### src/rtl/router_pkg.sv
// Shared types and defaults for the router packet transmitter.
package router_pkg;

  localparam int unsigned AddrW   = 2;
  localparam int unsigned LenW    = 6;
  localparam int unsigned DataW   = AddrW + LenW;
  localparam int unsigned ErrWait = 3;
  localparam int unsigned MaxAddr = 2;

  typedef enum logic [2:0] {
    StIdle,
    StFill,
    StHeader,
    StPayload,
    StParity,
    StErrWait
  } tx_state_e;

  // Header byte carries the length in the upper bits and the destination in the lower bits.
  function automatic logic [DataW-1:0] pack_header(input logic [LenW-1:0]  len,
                                                   input logic [AddrW-1:0] addr);
    return {len, addr};
  endfunction

endpackage

### src/rtl/router_tx_buffer.sv
// Payload store: synchronous write, combinational read so the next byte is ready one edge after
// acceptance.
module router_tx_buffer #(
  parameter int unsigned DATA_W = 8,
  parameter int unsigned IDX_W  = 6
) (
  input  logic              clock,
  input  logic              wr_en,
  input  logic [IDX_W-1:0]  wr_idx,
  input  logic [DATA_W-1:0] wr_byte,
  input  logic [IDX_W-1:0]  rd_idx,
  output logic [DATA_W-1:0] rd_byte
);

  localparam int unsigned Depth = 1 << IDX_W;

  logic [DATA_W-1:0] mem_q [Depth];

  // Contents are intentionally not reset.
  always_ff @(posedge clock) begin
    if (wr_en) begin
      mem_q[wr_idx] <= wr_byte;
    end
  end

  assign rd_byte = mem_q[rd_idx];

endmodule

### src/rtl/router_pkt_tx.sv
// Router input-port packet source: buffers a full payload, then sends header, payload and
// parity with busy back-pressure and reports the router's err flag after a fixed window.
module router_pkt_tx
  import router_pkg::*;
#(
  parameter int unsigned ADDR_W   = AddrW,
  parameter int unsigned LEN_W    = LenW,
  parameter int unsigned DATA_W   = DataW,
  parameter int unsigned ERR_WAIT = ErrWait
) (
  input  logic              clock,
  input  logic              reset,
  input  logic              cmd_valid,
  output logic              cmd_ready,
  input  logic [ADDR_W-1:0] cmd_addr,
  input  logic [LEN_W-1:0]  cmd_len,
  output logic              cmd_reject,
  input  logic              wr_valid,
  output logic              wr_ready,
  input  logic [DATA_W-1:0] wr_data,
  input  logic              busy,
  input  logic              err,
  output logic              pkt_valid,
  output logic [DATA_W-1:0] data_out,
  output logic              tx_done,
  output logic              tx_err
);

  localparam int unsigned CntW = $clog2(ERR_WAIT + 1);

  tx_state_e         state_q, state_d;
  logic [ADDR_W-1:0] addr_q, addr_d;
  logic [LEN_W-1:0]  len_q, len_d;
  logic [LEN_W-1:0]  idx_q, idx_d;
  logic [DATA_W-1:0] par_q, par_d;
  logic [CntW-1:0]   cnt_q, cnt_d;
  logic              flag_q, flag_d;
  logic              pkt_valid_q, pkt_valid_d;
  logic [DATA_W-1:0] data_q, data_d;
  logic              reject_q, reject_d;
  logic              done_q, done_d;
  logic              terr_q, terr_d;

  logic              buf_we;
  logic [LEN_W-1:0]  buf_rd_idx;
  logic [DATA_W-1:0] buf_rd_byte;

  router_tx_buffer #(
    .DATA_W (DATA_W),
    .IDX_W  (LEN_W)
  ) u_buffer (
    .clock   (clock),
    .wr_en   (buf_we),
    .wr_idx  (idx_q),
    .wr_byte (wr_data),
    .rd_idx  (buf_rd_idx),
    .rd_byte (buf_rd_byte)
  );

  assign cmd_ready  = (state_q == StIdle);
  assign wr_ready   = (state_q == StFill);
  assign cmd_reject = reject_q;
  assign pkt_valid  = pkt_valid_q;
  assign data_out   = data_q;
  assign tx_done    = done_q;
  assign tx_err     = terr_q;

  // Next-state, counters, parity and registered router outputs.
  always_comb begin
    state_d     = state_q;
    addr_d      = addr_q;
    len_d       = len_q;
    idx_d       = idx_q;
    par_d       = par_q;
    cnt_d       = cnt_q;
    flag_d      = flag_q;
    pkt_valid_d = pkt_valid_q;
    data_d      = data_q;
    reject_d    = 1'b0;
    done_d      = 1'b0;
    terr_d      = 1'b0;
    buf_we      = 1'b0;
    buf_rd_idx  = idx_q;

    unique case (state_q)
      StIdle: begin
        if (cmd_valid) begin
          if (cmd_len == '0 || cmd_addr > ADDR_W'(MaxAddr)) begin
            reject_d = 1'b1;
          end else begin
            addr_d  = cmd_addr;
            len_d   = cmd_len;
            par_d   = pack_header(cmd_len, cmd_addr);
            idx_d   = '0;
            state_d = StFill;
          end
        end
      end

      StFill: begin
        if (wr_valid) begin
          buf_we = 1'b1;
          par_d  = par_q ^ wr_data;
          idx_d  = idx_q + LEN_W'(1);
          if (idx_q == len_q - LEN_W'(1)) begin
            state_d     = StHeader;
            pkt_valid_d = 1'b1;
            data_d      = pack_header(len_q, addr_q);
            idx_d       = '0;
          end
        end
      end

      StHeader: begin
        buf_rd_idx = '0;
        if (!busy) begin
          state_d = StPayload;
          data_d  = buf_rd_byte;
          idx_d   = LEN_W'(1);
        end
      end

      StPayload: begin
        // idx points at the byte that follows the one currently on data_out.
        if (!busy) begin
          if (idx_q < len_q) begin
            data_d = buf_rd_byte;
            idx_d  = idx_q + LEN_W'(1);
          end else begin
            state_d     = StParity;
            pkt_valid_d = 1'b0;
            data_d      = par_q;
          end
        end
      end

      StParity: begin
        if (!busy) begin
          state_d = StErrWait;
          data_d  = '0;
          cnt_d   = CntW'(ERR_WAIT);
          flag_d  = 1'b0;
        end
      end

      StErrWait: begin
        flag_d = flag_q | err;
        if (cnt_q == CntW'(1)) begin
          state_d = StIdle;
          done_d  = 1'b1;
          terr_d  = flag_q | err;
        end else begin
          cnt_d = cnt_q - CntW'(1);
        end
      end

      default: state_d = StIdle;
    endcase
  end

  // State register with synchronous reset; buffer contents are left alone.
  always_ff @(posedge clock) begin
    if (reset) begin
      state_q     <= StIdle;
      addr_q      <= '0;
      len_q       <= '0;
      idx_q       <= '0;
      par_q       <= '0;
      cnt_q       <= '0;
      flag_q      <= 1'b0;
      pkt_valid_q <= 1'b0;
      data_q      <= '0;
      reject_q    <= 1'b0;
      done_q      <= 1'b0;
      terr_q      <= 1'b0;
    end else begin
      state_q     <= state_d;
      addr_q      <= addr_d;
      len_q       <= len_d;
      idx_q       <= idx_d;
      par_q       <= par_d;
      cnt_q       <= cnt_d;
      flag_q      <= flag_d;
      pkt_valid_q <= pkt_valid_d;
      data_q      <= data_d;
      reject_q    <= reject_d;
      done_q      <= done_d;
      terr_q      <= terr_d;
    end
  end

endmodule

### config.mk
export PLATFORM = sky130hd
export DESIGN_NAME = router_pkt_tx
export DESIGN_NICKNAME = d
export VERILOG_FILES = /design/src/rtl/router_pkg.sv /design/src/rtl/router_tx_buffer.sv /design/src/rtl/router_pkt_tx.sv
export SDC_FILE = /design/constraint.sdc
export NUM_CORES = 1
export LEC_CHECK = 0
export CAP_MARGIN = 20
export CELL_PAD_IN_SITES_DETAIL_PLACEMENT = 0
export CELL_PAD_IN_SITES_GLOBAL_PLACEMENT = 1
export CORE_MARGIN = 2
export CORE_UTILIZATION = 53
export DETAILED_ROUTE_END_ITERATION = 12
export PLACE_DENSITY_LB_ADDON = 0.1
export SLEW_MARGIN = 20
export SYNTH_ARGS = -nofsm -noshare
export SYNTH_HDL_FRONTEND = slang
export SYNTH_SLANG_ARGS = --single-unit
### constraint.sdc
create_clock -name clock -period 3.05 [get_ports clock]
set_input_delay 0.61 -clock clock [delete_from_list [all_inputs] [get_ports clock]]
set_output_delay 0.61 -clock clock [all_outputs]
set_load 0.02 [all_outputs]
After elaboration in Yosys (flattened, before gate mapping) --
Memories as Yosys holds them, arrays and structs flattened. Cells that the tools add are included.
Word-level totals: register bits after elaboration 40, latch bits 0, bits in writable memories 512, bits in read-only memories 0, input bits 22, output and inout port bits 14, logic and storage cells 108, memories 1
Operators by class: add/sub/neg operators 3, $mul 0, divide/modulo/power cells 0, order comparisons 2, equal/unequal tests 18, shift operators 0, mux-type cells 46, bitwise gates (word level) 7, reduce and logical (&&, ||, !) cells 19
Memories:
- u_buffer.mem_q | words 64, bits a word 8, read ports 1, clocked after memory_dff 0, write ports 1, line router_tx_buffer.sv:17 | logic [DATA_W-1:0] mem_q [Depth];
Operator list (number):
- $mux 8 | 9
- $mux 6 | 8
- $pmux 8 s4 | 1
- $mux 3 | 9
- $pmux 6 s4 | 1
- $ne 2x2->1 const B | 10
- $pmux 3 s6 | 1
- $pmux 8 s2 | 1
- $mux 1 | 11
- $reduce_and 9->1 | 1
- $reduce_bool 4->1 | 2
- $xor 8x8->8 | 1
- $reduce_and 7->1 | 1
- $add 6x1->6 const B | 1
- $eq 3x2->1 const B | 2
- $eq 3x3->1 const B | 2
- $eq 6x6->1 | 1
- $logic_not 6->1 | 1
- $lt 6x6->1 | 1
- $reduce_and 3->1 | 2
- $reduce_and 6->1 | 1
- $reduce_bool 2->1 | 3
- $reduce_or 3->1 | 2
- $sub 6x1->6 const B | 1
- other kinds (16) | 22

Depth between registers and ports, before layout --
An unclocked memory read counts as a cell.
word-level depth 6, mapped depth 13, depth with buffers taken out 9

Hierarchy --
Synthesis repeated with hierarchy kept, for this count alone.
Unflattened totals: cells, all modules 1223, area total of the unflattened synthesis 22419.0 µm²
Modules (own cells, without submodules):
- router_tx_buffer | instances 1, cells an instance 932, area an instance 20006.7 µm², seq. area each 15374.7 µm²
- router_pkt_tx | instances 1, cells an instance 291, area an instance 2412.3 µm², seq. area each 800.8 µm²

Least setup slack after synthesis --
No wires, ideal clock.
kind register to register, from register idx_q[0], to register data_q[0] (netlist: data_out[0]), data arrival time 2590 ps, required time 2933 ps, slack 343 ps, cell stages (with the launch flop) 14, path buffers 4, clock period less this slack 2707 ps, cell sequence dfxtp_1 buf_4 inv_1 buf_2 buf_1 ha_1 nor2b_1 o21ai_0 a21oi_1 o21ba_2 buf_1 a22o_1 mux2_2 a32o_1
On the way: longest elaborated chain between the ends 5, elaborated cells on any way between the ends 10
Ends and longest elaborated chain:
- start, declared | line router_pkt_tx.sv:34 | logic [LEN_W-1:0] idx_q, idx_d;
- start signal, assigned | line router_pkt_tx.sv:180 | idx_q <= idx_d;
- $mux 6 | line router_pkt_tx.sv:85 | unique case (state_q)
- $mem_v2 64x8
- $mux 8 | line router_pkt_tx.sv:126 | if (idx_q < len_q) begin
- $mux 8 | line router_pkt_tx.sv:125 | if (!busy) begin
- $pmux 8 s4 | line router_pkt_tx.sv:85
- end signal, assigned | line router_pkt_tx.sv:185 | data_q <= data_d;
- end, declared | line router_pkt_tx.sv:39 | logic [DATA_W-1:0] data_q, data_d;
Parallel ways exist; a longest one is shown, timed or not. The select of a mux whose other input is x is not followed. A chain may end at the register's enable or synchronous reset.

Worst setup path after layout --
from register state_q[1], to register data_q[7] (netlist: data_out[7])
On the way: longest elaborated chain between the ends 6, elaborated cells on any way between the ends 17
Ends and longest elaborated chain:
- start, declared | line router_pkt_tx.sv:31 | tx_state_e state_q, state_d;
- start signal, assigned | line router_pkt_tx.sv:164 | state_q <= StIdle;
- start signal, assigned | line router_pkt_tx.sv:177 | state_q <= state_d;
- $eq 3x2->1 | line router_pkt_tx.sv:85
- $mux 6 | line router_pkt_tx.sv:85
- $mem_v2 64x8
- $mux 8 | line router_pkt_tx.sv:126
- $mux 8 | line router_pkt_tx.sv:125
- $pmux 8 s4 | line router_pkt_tx.sv:85
Parallel ways exist; a longest one is shown, timed or not. The select of a mux whose other input is x is not followed.

==> out/qor.yml <==
cellPowerDensity_nw_per_um2: 607
startpoint: "state_q[1]"
outcome: "complete, no violations"
netlist_instances: 1663
globalplace.congestion: 0.927
finalSetupViolations: 0
fmax_mhz: 345
die_area_um2: 45600
rows: 76
syn-num-nets: 1694
fin_total_pwr_uw: 16400
nFillCells: 3316
n_antenna_cell: 0
clock_path_buffers: 3
worst_slew_pin_slew_ns: 0.869
place_inst: 2342
irDropWorstVdd_mv: 0.548
htreeDepth: 2
reg2reg_to: "data_out[7]"
yosysSeqAreaShare: 0.695
cp_data_arrival_time_ns: 3.44
slowest_delay_ns: 0.59
hold_path.class: "in -> reg"
rr_worst_depth: 9
relSlewSlack: 0.420
synth_warnings: 0
drtIter0Drc: 1824
finClkSkew_ns: 0.0102
instances_no_fill: 2441
min_period_over_period: 0.950
gr-total-overflow: 0
cts.sinks: 552
num_vias: 15400
rr_startpoint: "state_q[1]"
wl_per_cell_um: 27.2
worstHoldStart: "wr_data[2]"
design.portCount: 36
timing.hold.ws_ns: 0.370
grt_pass1_wl_um: 97100
core_um2: 43200
cp_num_buf_inv: 2
synthFlopType: "edfxtp_1"
cp_data_required_time_ns: 3.59
regArea_um2: 16200
crit_end: "data_out[7]"
dp_hpwl_um: 44200
post-route-util: 0.625
clock_latency_ns: 0.61
rsz0062_at_grt: "false"
synth_area_um2: 23300
setup_tns_ns: 0
antenna_found_initial: 0
firstDrtPassIters: 8
drive_above_1_share: 0.175
cts_buffers: 55
start_util: 0.539
grt_max_degree: 69
drv_slew: 0
drc: 0
synth_edf_count: 512
ctsHoldBuffers: 0
critPathKind: "reg -> reg"
ys_seq_elements: 552
die_height_um: 214
cts.clk_slew.worst_paths_ns: 0.06
cp_max_fo: 27
crit_path_frequent_cell: "a21oi_1"
total_leakage_power_uw: 0.00896
rrSetupSlack_ns: 0.15
maxCapViolations: 0
synth-async-reset-ratio: 0
finalHoldViolCount: 0
post_drt_via_cell_ratio: 6.29
die_w_um: 214
crit_family: "compound AO/OA/AOI/OAI gates"
min_period_ns: 2.90
syn_to_final_growth_pct: 16.0
final_nets: 1845
cts-root-buf: "clkbuf_16"
track_usage: 0.296
cts_tree: "yes"
crit_chain: "or3b_2 > buf_12 > nand2_8 > buf_4 > a21oi_1 > o311ai_1 > a22oi_1 > o2bb2ai_1 > a21oi_1"
routed_wl_um: 66500
final_antenna_net_count: 0
synth.distinct_cells: 76
crit_path_top_delay_cell: "o311ai_1"
syn-mean-instance-area_um2: 14.0
critPathLaunchType: "register"
portBuffers: 35
multi_input_area_um2: 6460
endpoint_kind: "register"
grt_pass1_vias: 14900
cp.depth: 9
-- per-layer routing --
layer	track usage	routed length [µm]	vias up
li1	-	-	6744
met3	0.0390	4870	117
met1	0.422	28300	7784
met2	0.474	31400	719
met5	0	0	-
met4	0.102	1910	0
-- logic make-up after synthesis --
| family | synth area share |
|---|---|
| muxes | 0.0689 |
| buffers and inverters | 0.0278 |
| xor gates and xnor gates | 0.00377 |
| adders and majority gates | 0.00484 |
| and+or+nand+nor | 0.0808 |
| DFF | 0.695 |
| AOI/OAI and AO/OA | 0.119 |
-- synthesized netlist by cell type (all sizes together) (12+ instances only) --
master	n	share of area
edfxtp	512	0.66
nor2	160	0.026
mux2i	105	0.045
nand2	103	0.018
a21oi	96	0.021
o21ai	91	0.020
buf	76	0.018
dfxtp	40	0.034
clkbuf	33	0.0053
a211oi	30	0.0097
a31oi	30	0.0081
inv	29	0.0047
mux2	29	0.014
a221oi	26	0.010
nand3	25	0.0054
o22ai	22	0.0059
a22oi	15	0.0048
and3	13	0.0035
nor2b	13	0.0035
o31ai	13	0.0042
a221o	12	0.0052
and2	12	0.0033
nor3b	12	0.0048
-- per-stage QoR --
stage | setup WS [ns] | instance area (µm²)
floorplan | 0.343 | 23300
global placement | 0.188 | 25200
detailed placement | 0.121 | 25200
CTS | 0.0182 | 27000
global route | 0.0142 | 27000
finish | 0.152 | 27000
-- worst min-delay path by stage --
stage                      endpoint  depth (start not counted)
2_1_floorplan                tx_err                          1
3_3_place_gp                 tx_err                          1
3_5_place_dp                 tx_err                          1
4_1_cts        u_buffer.mem_q[7][2]                          1
5_1_grt        u_buffer.mem_q[7][2]                          1
6_report       u_buffer.mem_q[7][2]                          1
-- report_power, final --
| part | total [µW] | leakage [µW] | switching, µW | internal, µW |
|---|---|---|---|---|
| registers | 8330 | 0.00493 | 32.2 | 8300 |
| logic | 1210 | 0.00316 | 791 | 416 |
| clock network | 6830 | 0.000876 | 2850 | 3980 |
-- layout by cell type, fill, tap and decap left out, types with 22 or more instances in the layout --
master           netlist  layout
edfxtp_1             512     512
clkbuf_16              0      55
o21ai_0               90      90
nor2_1               159     156
mux2_2                29      29
a211oi_1              30      30
a31oi_1               30      30
o22ai_1               22      22
dfxtp_1               40      37
mux2i_1              105     105
clkdlybuf4s50_1        0      26
nand3_1               25      25
inv_1                 29      29
a21oi_1               96      96
nand2_1               98      98
buf_4                  7     158
a221oi_1              25      25
-- final cells by class --
| class | instances | area share |
|---|---|---|
| Multi-Input combinational cell | 973 | 0.240 |
| Clock inverter | 34 | 0.0143 |
| Sequential cell | 552 | 0.600 |
| Clock buffer | 65 | 0.0524 |
| Tap cell | 585 | 0.0271 |
| Timing Repair Buffer | 203 | 0.0630 |
| Inverter | 29 | 0.00403 |
-- registers in the layout, summed over array words and instances (netlist names) --
name / count
u_buffer.mem_q: 512
idx_q: 6
cmd_reject: 1
flag_q: 1
addr_q: 2
cnt_q: 2
data_out: 8
pkt_valid: 1
tx_done: 1
par_q: 8
tx_err: 1
state_q: 3
len_q: 6
-- timing repair --
item                       4_1_cts  5_1_grt
setup endpoints to repair        0        2
resized for setup                0        3
buffers inserted                 0        0
Note: power is estimated with default switching activity, not from simulation.
